### src/rtl/cm_event_scheduler.sv
// CM output event scheduler: serialises cfg/err/vga events with a quiet gap.
// Define CM_SCHED_RR_EN for cfg/vga round-robin; default is fixed err>cfg>vga.
module cm_event_scheduler #(
   parameter int CONFIG_STATUS_WIDTH       = 4,
   parameter int CONFIG_NOTIFICATION_WIDTH = 4,
   parameter int CONFIG_ERROR_WIDTH        = 4,
   parameter int VGA_NOTIFICATION_WIDTH    = 2,
   parameter int DATA_WIDTH                = 8,
   parameter int GAP_CYCLES                = 1
) (
   input  logic                                 clk,
   input  logic                                 rst,
   input  logic                                 cfg_valid,
   output logic                                 cfg_ready,
   input  logic [CONFIG_NOTIFICATION_WIDTH-1:0] cfg_code,
   input  logic                                 err_valid,
   output logic                                 err_ready,
   input  logic [CONFIG_ERROR_WIDTH-1:0]        err_code,
   input  logic                                 vga_valid,
   output logic                                 vga_ready,
   input  logic [VGA_NOTIFICATION_WIDTH-1:0]    vga_code,
   input  logic [DATA_WIDTH-1:0]                vga_data,
   input  logic                                 err_clr,
   output logic [CONFIG_STATUS_WIDTH-1:0]       Config_Status,
   output logic [CONFIG_NOTIFICATION_WIDTH-1:0] Config_Notification,
   output logic                                 Config_Notification_Valid,
   output logic [CONFIG_ERROR_WIDTH-1:0]        Config_Error,
   output logic                                 Error_Valid,
   output logic [VGA_NOTIFICATION_WIDTH-1:0]    VGA_Notification,
   output logic                                 VGA_Notification_Valid,
   output logic [DATA_WIDTH-1:0]                Data_VGA
);

   typedef enum logic {
      S_IDLE,
      S_GAP
   } state_t;

   localparam logic [1:0] SRC_CFG = 2'd1;
   localparam logic [1:0] SRC_ERR = 2'd2;
   localparam logic [1:0] SRC_VGA = 2'd3;

   localparam int GAP_LOAD_I = (GAP_CYCLES == 0) ? 0 : GAP_CYCLES - 1;
   localparam logic [3:0] GAP_LOAD = GAP_LOAD_I[3:0];

   state_t state_q;
   logic [3:0] gap_cnt_q;

   logic cfg_full_q, err_full_q, vga_full_q;
   logic cfg_full_d, err_full_d, vga_full_d;
   logic cfg_rdy_q, err_rdy_q, vga_rdy_q;
   logic [CONFIG_NOTIFICATION_WIDTH-1:0] cfg_code_q;
   logic [CONFIG_ERROR_WIDTH-1:0] err_code_q;
   logic [VGA_NOTIFICATION_WIDTH-1:0] vga_code_q;
   logic [DATA_WIDTH-1:0] vga_data_q;

   logic [CONFIG_NOTIFICATION_WIDTH-1:0] cfg_out_q;
   logic [CONFIG_ERROR_WIDTH-1:0] err_out_q;
   logic [VGA_NOTIFICATION_WIDTH-1:0] vga_out_q;
   logic [DATA_WIDTH-1:0] data_out_q;
   logic cfg_v_q, err_v_q, vga_v_q;
   logic err_seen_q;
   logic [1:0] last_q;

   logic cfg_acc, err_acc, vga_acc;
   logic pick_cfg;
   logic grant_cfg, grant_err, grant_vga;
   logic idle;
   logic busy;

`ifdef CM_SCHED_RR_EN
   // rr_q = 0 favours cfg, 1 favours vga
   logic rr_q;
`endif

   assign cfg_acc = cfg_valid & cfg_rdy_q;
   assign err_acc = err_valid & err_rdy_q;
   assign vga_acc = vga_valid & vga_rdy_q;

   assign idle = (state_q == S_IDLE);

`ifdef CM_SCHED_RR_EN
   assign pick_cfg = cfg_full_q & (~vga_full_q | ~rr_q);
`else
   assign pick_cfg = cfg_full_q;
`endif

   assign grant_err = idle & err_full_q;
   assign grant_cfg = idle & ~err_full_q & pick_cfg;
   assign grant_vga = idle & ~err_full_q & ~pick_cfg & vga_full_q;

   // accept needs an empty register and grant a full one, so never both
   always_comb begin
      cfg_full_d = cfg_full_q;
      err_full_d = err_full_q;
      vga_full_d = vga_full_q;
      if (cfg_acc) cfg_full_d = 1'b1;
      else if (grant_cfg) cfg_full_d = 1'b0;
      if (err_acc) err_full_d = 1'b1;
      else if (grant_err) err_full_d = 1'b0;
      if (vga_acc) vga_full_d = 1'b1;
      else if (grant_vga) vga_full_d = 1'b0;
   end

   always_ff @(posedge clk) begin
      if (rst) begin
         state_q    <= S_IDLE;
         gap_cnt_q  <= '0;
         cfg_full_q <= 1'b0;
         err_full_q <= 1'b0;
         vga_full_q <= 1'b0;
         cfg_rdy_q  <= 1'b0;
         err_rdy_q  <= 1'b0;
         vga_rdy_q  <= 1'b0;
         cfg_code_q <= '0;
         err_code_q <= '0;
         vga_code_q <= '0;
         vga_data_q <= '0;
         cfg_out_q  <= '0;
         err_out_q  <= '0;
         vga_out_q  <= '0;
         data_out_q <= '0;
         cfg_v_q    <= 1'b0;
         err_v_q    <= 1'b0;
         vga_v_q    <= 1'b0;
         err_seen_q <= 1'b0;
         last_q     <= '0;
`ifdef CM_SCHED_RR_EN
         rr_q       <= 1'b0;
`endif
      end else begin
         cfg_full_q <= cfg_full_d;
         err_full_q <= err_full_d;
         vga_full_q <= vga_full_d;
         cfg_rdy_q  <= ~cfg_full_d;
         err_rdy_q  <= ~err_full_d;
         vga_rdy_q  <= ~vga_full_d;
         if (cfg_acc) cfg_code_q <= cfg_code;
         if (err_acc) err_code_q <= err_code;
         if (vga_acc) begin
            vga_code_q <= vga_code;
            vga_data_q <= vga_data;
         end
         cfg_v_q <= 1'b0;
         err_v_q <= 1'b0;
         vga_v_q <= 1'b0;
         // a grant on the same edge overrides the clear below
         if (err_clr) err_seen_q <= 1'b0;
         case (state_q)
            S_IDLE: begin
               if (grant_err) begin
                  err_v_q    <= 1'b1;
                  err_out_q  <= err_code_q;
                  err_seen_q <= 1'b1;
                  last_q     <= SRC_ERR;
               end else if (grant_cfg) begin
                  cfg_v_q   <= 1'b1;
                  cfg_out_q <= cfg_code_q;
                  last_q    <= SRC_CFG;
`ifdef CM_SCHED_RR_EN
                  rr_q      <= 1'b1;
`endif
               end else if (grant_vga) begin
                  vga_v_q    <= 1'b1;
                  vga_out_q  <= vga_code_q;
                  data_out_q <= vga_data_q;
                  last_q     <= SRC_VGA;
`ifdef CM_SCHED_RR_EN
                  rr_q       <= 1'b0;
`endif
               end
               if ((grant_err | grant_cfg | grant_vga) && GAP_CYCLES != 0) begin
                  state_q   <= S_GAP;
                  gap_cnt_q <= GAP_LOAD;
               end
            end
            S_GAP: begin
               if (gap_cnt_q == 4'd0) state_q <= S_IDLE;
               else gap_cnt_q <= gap_cnt_q - 4'd1;
            end
            default: state_q <= S_IDLE;
         endcase
      end
   end

   assign busy = cfg_full_q | err_full_q | vga_full_q | (state_q == S_GAP) |
                 cfg_v_q | err_v_q | vga_v_q;

   always_comb begin
      Config_Status      = '0;
      Config_Status[0]   = busy;
      Config_Status[1]   = err_seen_q;
      Config_Status[3:2] = last_q;
   end

   assign cfg_ready                 = cfg_rdy_q;
   assign err_ready                 = err_rdy_q;
   assign vga_ready                 = vga_rdy_q;
   assign Config_Notification       = cfg_out_q;
   assign Config_Notification_Valid = cfg_v_q;
   assign Config_Error              = err_out_q;
   assign Error_Valid               = err_v_q;
   assign VGA_Notification          = vga_out_q;
   assign VGA_Notification_Valid    = vga_v_q;
   assign Data_VGA                  = data_out_q;

endmodule

### config.mk
export PLATFORM = sky130hd
export DESIGN_NAME = cm_event_scheduler
export DESIGN_NICKNAME = d
export VERILOG_FILES = /design/src/rtl/cm_event_scheduler.sv
export SDC_FILE = /design/constraint.sdc
export NUM_CORES = 1
export LEC_CHECK = 0
export ABC_AREA = 1
export BUFFER_PORTS_ARGS = -buffer_cell sky130_fd_sc_hd__buf_2
export CORE_MARGIN = 2
export CORE_UTILIZATION = 35
export DETAILED_ROUTE_END_ITERATION = 6
export MAX_ROUTING_LAYER = met4
export PLACE_DENSITY = 0.69
export SLEW_MARGIN = 0
export SYNTH_ARGS = -nofsm -noshare
export SYNTH_HDL_FRONTEND = slang
export SYNTH_SLANG_ARGS = --single-unit
### constraint.sdc
create_clock -name clk -period 1.1 [get_ports clk]
set_input_delay 0.11 -clock clk [delete_from_list [all_inputs] [get_ports clk]]
set_output_delay 0.11 -clock clk [all_outputs]
set_load 0.02 [all_outputs]
==> summary.txt <==
Worst setup path
  • R2r startpoint: err_full_q$_SDFF_PP0_
  • CP Max Fanout: 2
  • Slowest Stage Delay on Critical Path: 0.37 ns
  • Buf/Inv on CP: 1
  • Crit path cell chain: nor3_4, nand3_4, buf_6
  • Worst R2R Path Depth: 6
  • Crit start category: register
  • Crit-path slowest cell: dfxtp_1
  • Crit end category: output port
  • Crit path arrival time: 1.11 ns
  • Crit path launch: Error_Valid$_SDFF_PP0_
  • Delay-heaviest family, CP: flip-flops
  • Worst EP required: 0.99 ns
  • Critical Path Stages: 3
  • Setup CP Type: register to output port

Timing
  • Hold Slack: 0.0398 ns
  • Setup tns final: -0.196 ns
  • Worst Clk Skew: 0.0124 ns
  • Final hold violations: 0
  • Rel. slew slack: 80.1%
  • Final min period: 1.22 ns
  • Final worst-path cycle share: 111%
  • Worst-margin pin slew: 0.296 ns
  • PnR worst setup slack: -0.122 ns
  • Max-slew violations: 0
  • Final setup vio count: 11
  • RSZ-0062 raised after global routing: true
  • Fmax: 819 MHz

Detailed routing
  • Met3 wire len: 212 µm
  • Top Layer Used: met4
  • Wire length per cell: 11.0 µm
  • Metal-1 WL: 1940 µm
  • Post-Route WL: 4140 µm
  • ANT nets after route: 0
  • Via density: 4.44
  • Met2 WL: 1970 µm
  • Initial DRC Count: 52
  • Drt drc: 0
  • Number of detailed-route iterations in the first pass: 4
  • DR vias: 1666

Run status
  • Run status: finished with violations
  • Failing checks: setup timing

Yosys
  • Post-synthesis adder-cell area fraction: 0.622%
  • Synth Net Count: 256
  • Largest cells by area after synthesis: dfxtp_1 53%, nor2_1 6.0%, o21ai_0 5.5%
  • Compound-Gate Fraction of Synth Area: 19.9%
  • Ys Warns: 0
  • XOR/XNOR share of the synthesized area: 0%
  • Sequential share of the synthesized area: 52.7%
  • Top-area cell type share of the netlist area: 52.7%
  • FF+latch count, synth: 53
  • Largest family of logic cells by synthesized area: compound AO/OA/AOI/OAI gates
  • Synth cell types: 25
  • Synthesized instance count: 231
  • Synth Cell Area: 2010 µm²
  • Post-Synth Simple-Gate Area: 17.6%
  • Syn_area_per_cell: 8.71 µm²
  • Mux cell area share after synthesis: 0%
  • Post-synth top area cell: dfxtp_1

Worst hold path
  • Hold Startpoint: vga_data[4]
  • Hold WC Path Type: input port to register
  • Hold path depth: 3

Placed design
  • DP Area: 2440 µm²
  • IO buf count: 51
  • Gpl congestion: 0.725
  • Dpl hpwl: 2910 µm
  • Dpl cells: 359
  • DP Worst Slack: -0.0344 ns

Floorplanning
  • Num rows: 27
  • Die footprint: 6370 µm²
  • Core Footprint: 5540 µm²
  • Die width: 79.8 µm
  • Die Y: 79.8 µm
  • I/O pins: 52
  • Initial Utilization: 36.3%

Global routing
  • Global route total overflow: 0
  • Largest net degree at the start of global routing: 31
  • Total track usage: 13.7%
  • Global-route wire length before repair: 6670 µm
  • Number of global-route vias before repair: 1540
  • Antenna violations before repair: 0

Clock tree
  • Root Driver: clkbuf_8
  • Clock transition at path regs: 0.11 ns
  • # H-tree levels: 2
  • Clock latency on the worst-skew pair: 0.31 ns
  • CTS sink count: 53
  • CTS tree: yes
  • Num CTS Buffers: 5
  • CTS max path bufs: 2

Power and ir drop
  • Total power: 4.10 mW
  • LEAKAGE: 1.21 nW
  • Peak VDD IR: 0.832 mV
  • PwrDens: 1490 nW/µm²

Final layout
  • Final Util: 49.6%
  • Final instance area: 2750 µm²
  • # diodes: 0
  • Most frequent cells in the layout: 50 x buf_2, 46 x dfxtp_1, 31 x nor2_1
  • Layout area overhead: 36.7%
  • Most common cell after layout, fill and taps aside: buf_2
  • Fraction of layout cells with a size suffix above 1: 45.9%
  • Layout Cells excl Fill: 375
  • Layout net count: 327

Run
  • Max Cap Violations: 0
-- state kept, by name, summed over array words and instances, names as in the netlist --
register	count
cfg_ready	1
cfg_full_q	1
Config_Notification	4
vga_full_q	1
err_ready	1
Data_VGA	8
VGA_Notification_Valid	1
VGA_Notification	2
err_seen_q	1
Config_Error	4
err_full_q	1
vga_data_q	8
vga_code_q	2
Error_Valid	1
state_q	1
last_q	2
cfg_code_q	4
Config_Notification_Valid	1
vga_ready	1
gap_cnt_q	4
err_code_q	4
-- worst paths after layout --
| check | end | slack (ns) |
|---|---|---|
| max | Config_Status[0] | -0.12 |
| min | vga_data_q[4]$_SDFFE_PP0P_ | 0.04 |
| max reg2reg | Data_VGA[5]$_SDFFE_PP0P_ | -0.02 |
| min reg2reg | Data_VGA[0]$_SDFFE_PP0P_ | 0.45 |
-- cell usage after synthesis --
library cell,number
dfxtp_1,53
nor2_1,32
inv_1,27
o21ai_0,22
a21oi_1,14
nand2_1,12
nand3_1,12
a21oi_2,11
o21ai_1,9
o21ai_2,9
buf_2,3
buf_4,3
inv_2,3
nand2_2,3
nor2_2,3
buf_6,2
clkbuf_1,2
nand2_4,2
nor2_4,2
nor3_1,2
clkinv_1,1
ha_1,1
nand3_2,1
nand3b_4,1
or2_0,1
-- power breakdown --
part	switching (mW)	internal [mW]
clock	0.691	0.477
combinational	0.449	0.357
sequential	0.0818	2.04
-- cell type report --
| class | count | area, µm² |
|---|---|---|
| Inverter | 31 | 123 |
| Timing Repair Buffer | 73 | 478 |
| Fill cell | 556 | 2790 |
| Clock buffer | 5 | 68.8 |
| Sequential cell | 53 | 1070 |
| Tap cell | 72 | 90.1 |
| Multi-Input combinational cell | 137 | 882 |
| Timing Repair inverter | 1 | 5.00 |
| Clock inverter | 3 | 28.8 |
-- timing repair --
| action | 4_1_cts | 5_1_grt |
|---|---|---|
| pin swaps | 6 | 8 |
| setup endpoints to repair | 4 | 32 |
| hold buffers | 1 | 0 |
| cloned | 0 | 1 |
| hold endpoints to repair | 1 | 0 |
| gates resized for setup | 21 | 23 |
| setup buffers | 6 | 0 |
-- tightest hold or removal path: stages --
cell,delay [ns]
buf_2,0.07
o21ai_0,0.07
nor2_1,0.07
-- kinds of logic (layout without fill, tap and decap cells) --
logic type,Yosys count,count (layout)
AO/OA/AOI/OAI,65,65
flip-flops,53,53
buffers and inverters,41,113
adder cells (fa/ha/maj),1,1
AND/OR/NAND/NOR,71,71
-- routing by layer --
| metal | GRT usage (%) | vias to the layer above |
|---|---|---|
| met3 | 3.73 | 2 |
| met2 | 22.3 | 40 |
| li1 | - | 883 |
| met4 | 3.22 | 0 |
| met1 | 17.1 | 741 |
| met5 | - | - |
Note: power is estimated with default switching activity, not from simulation.
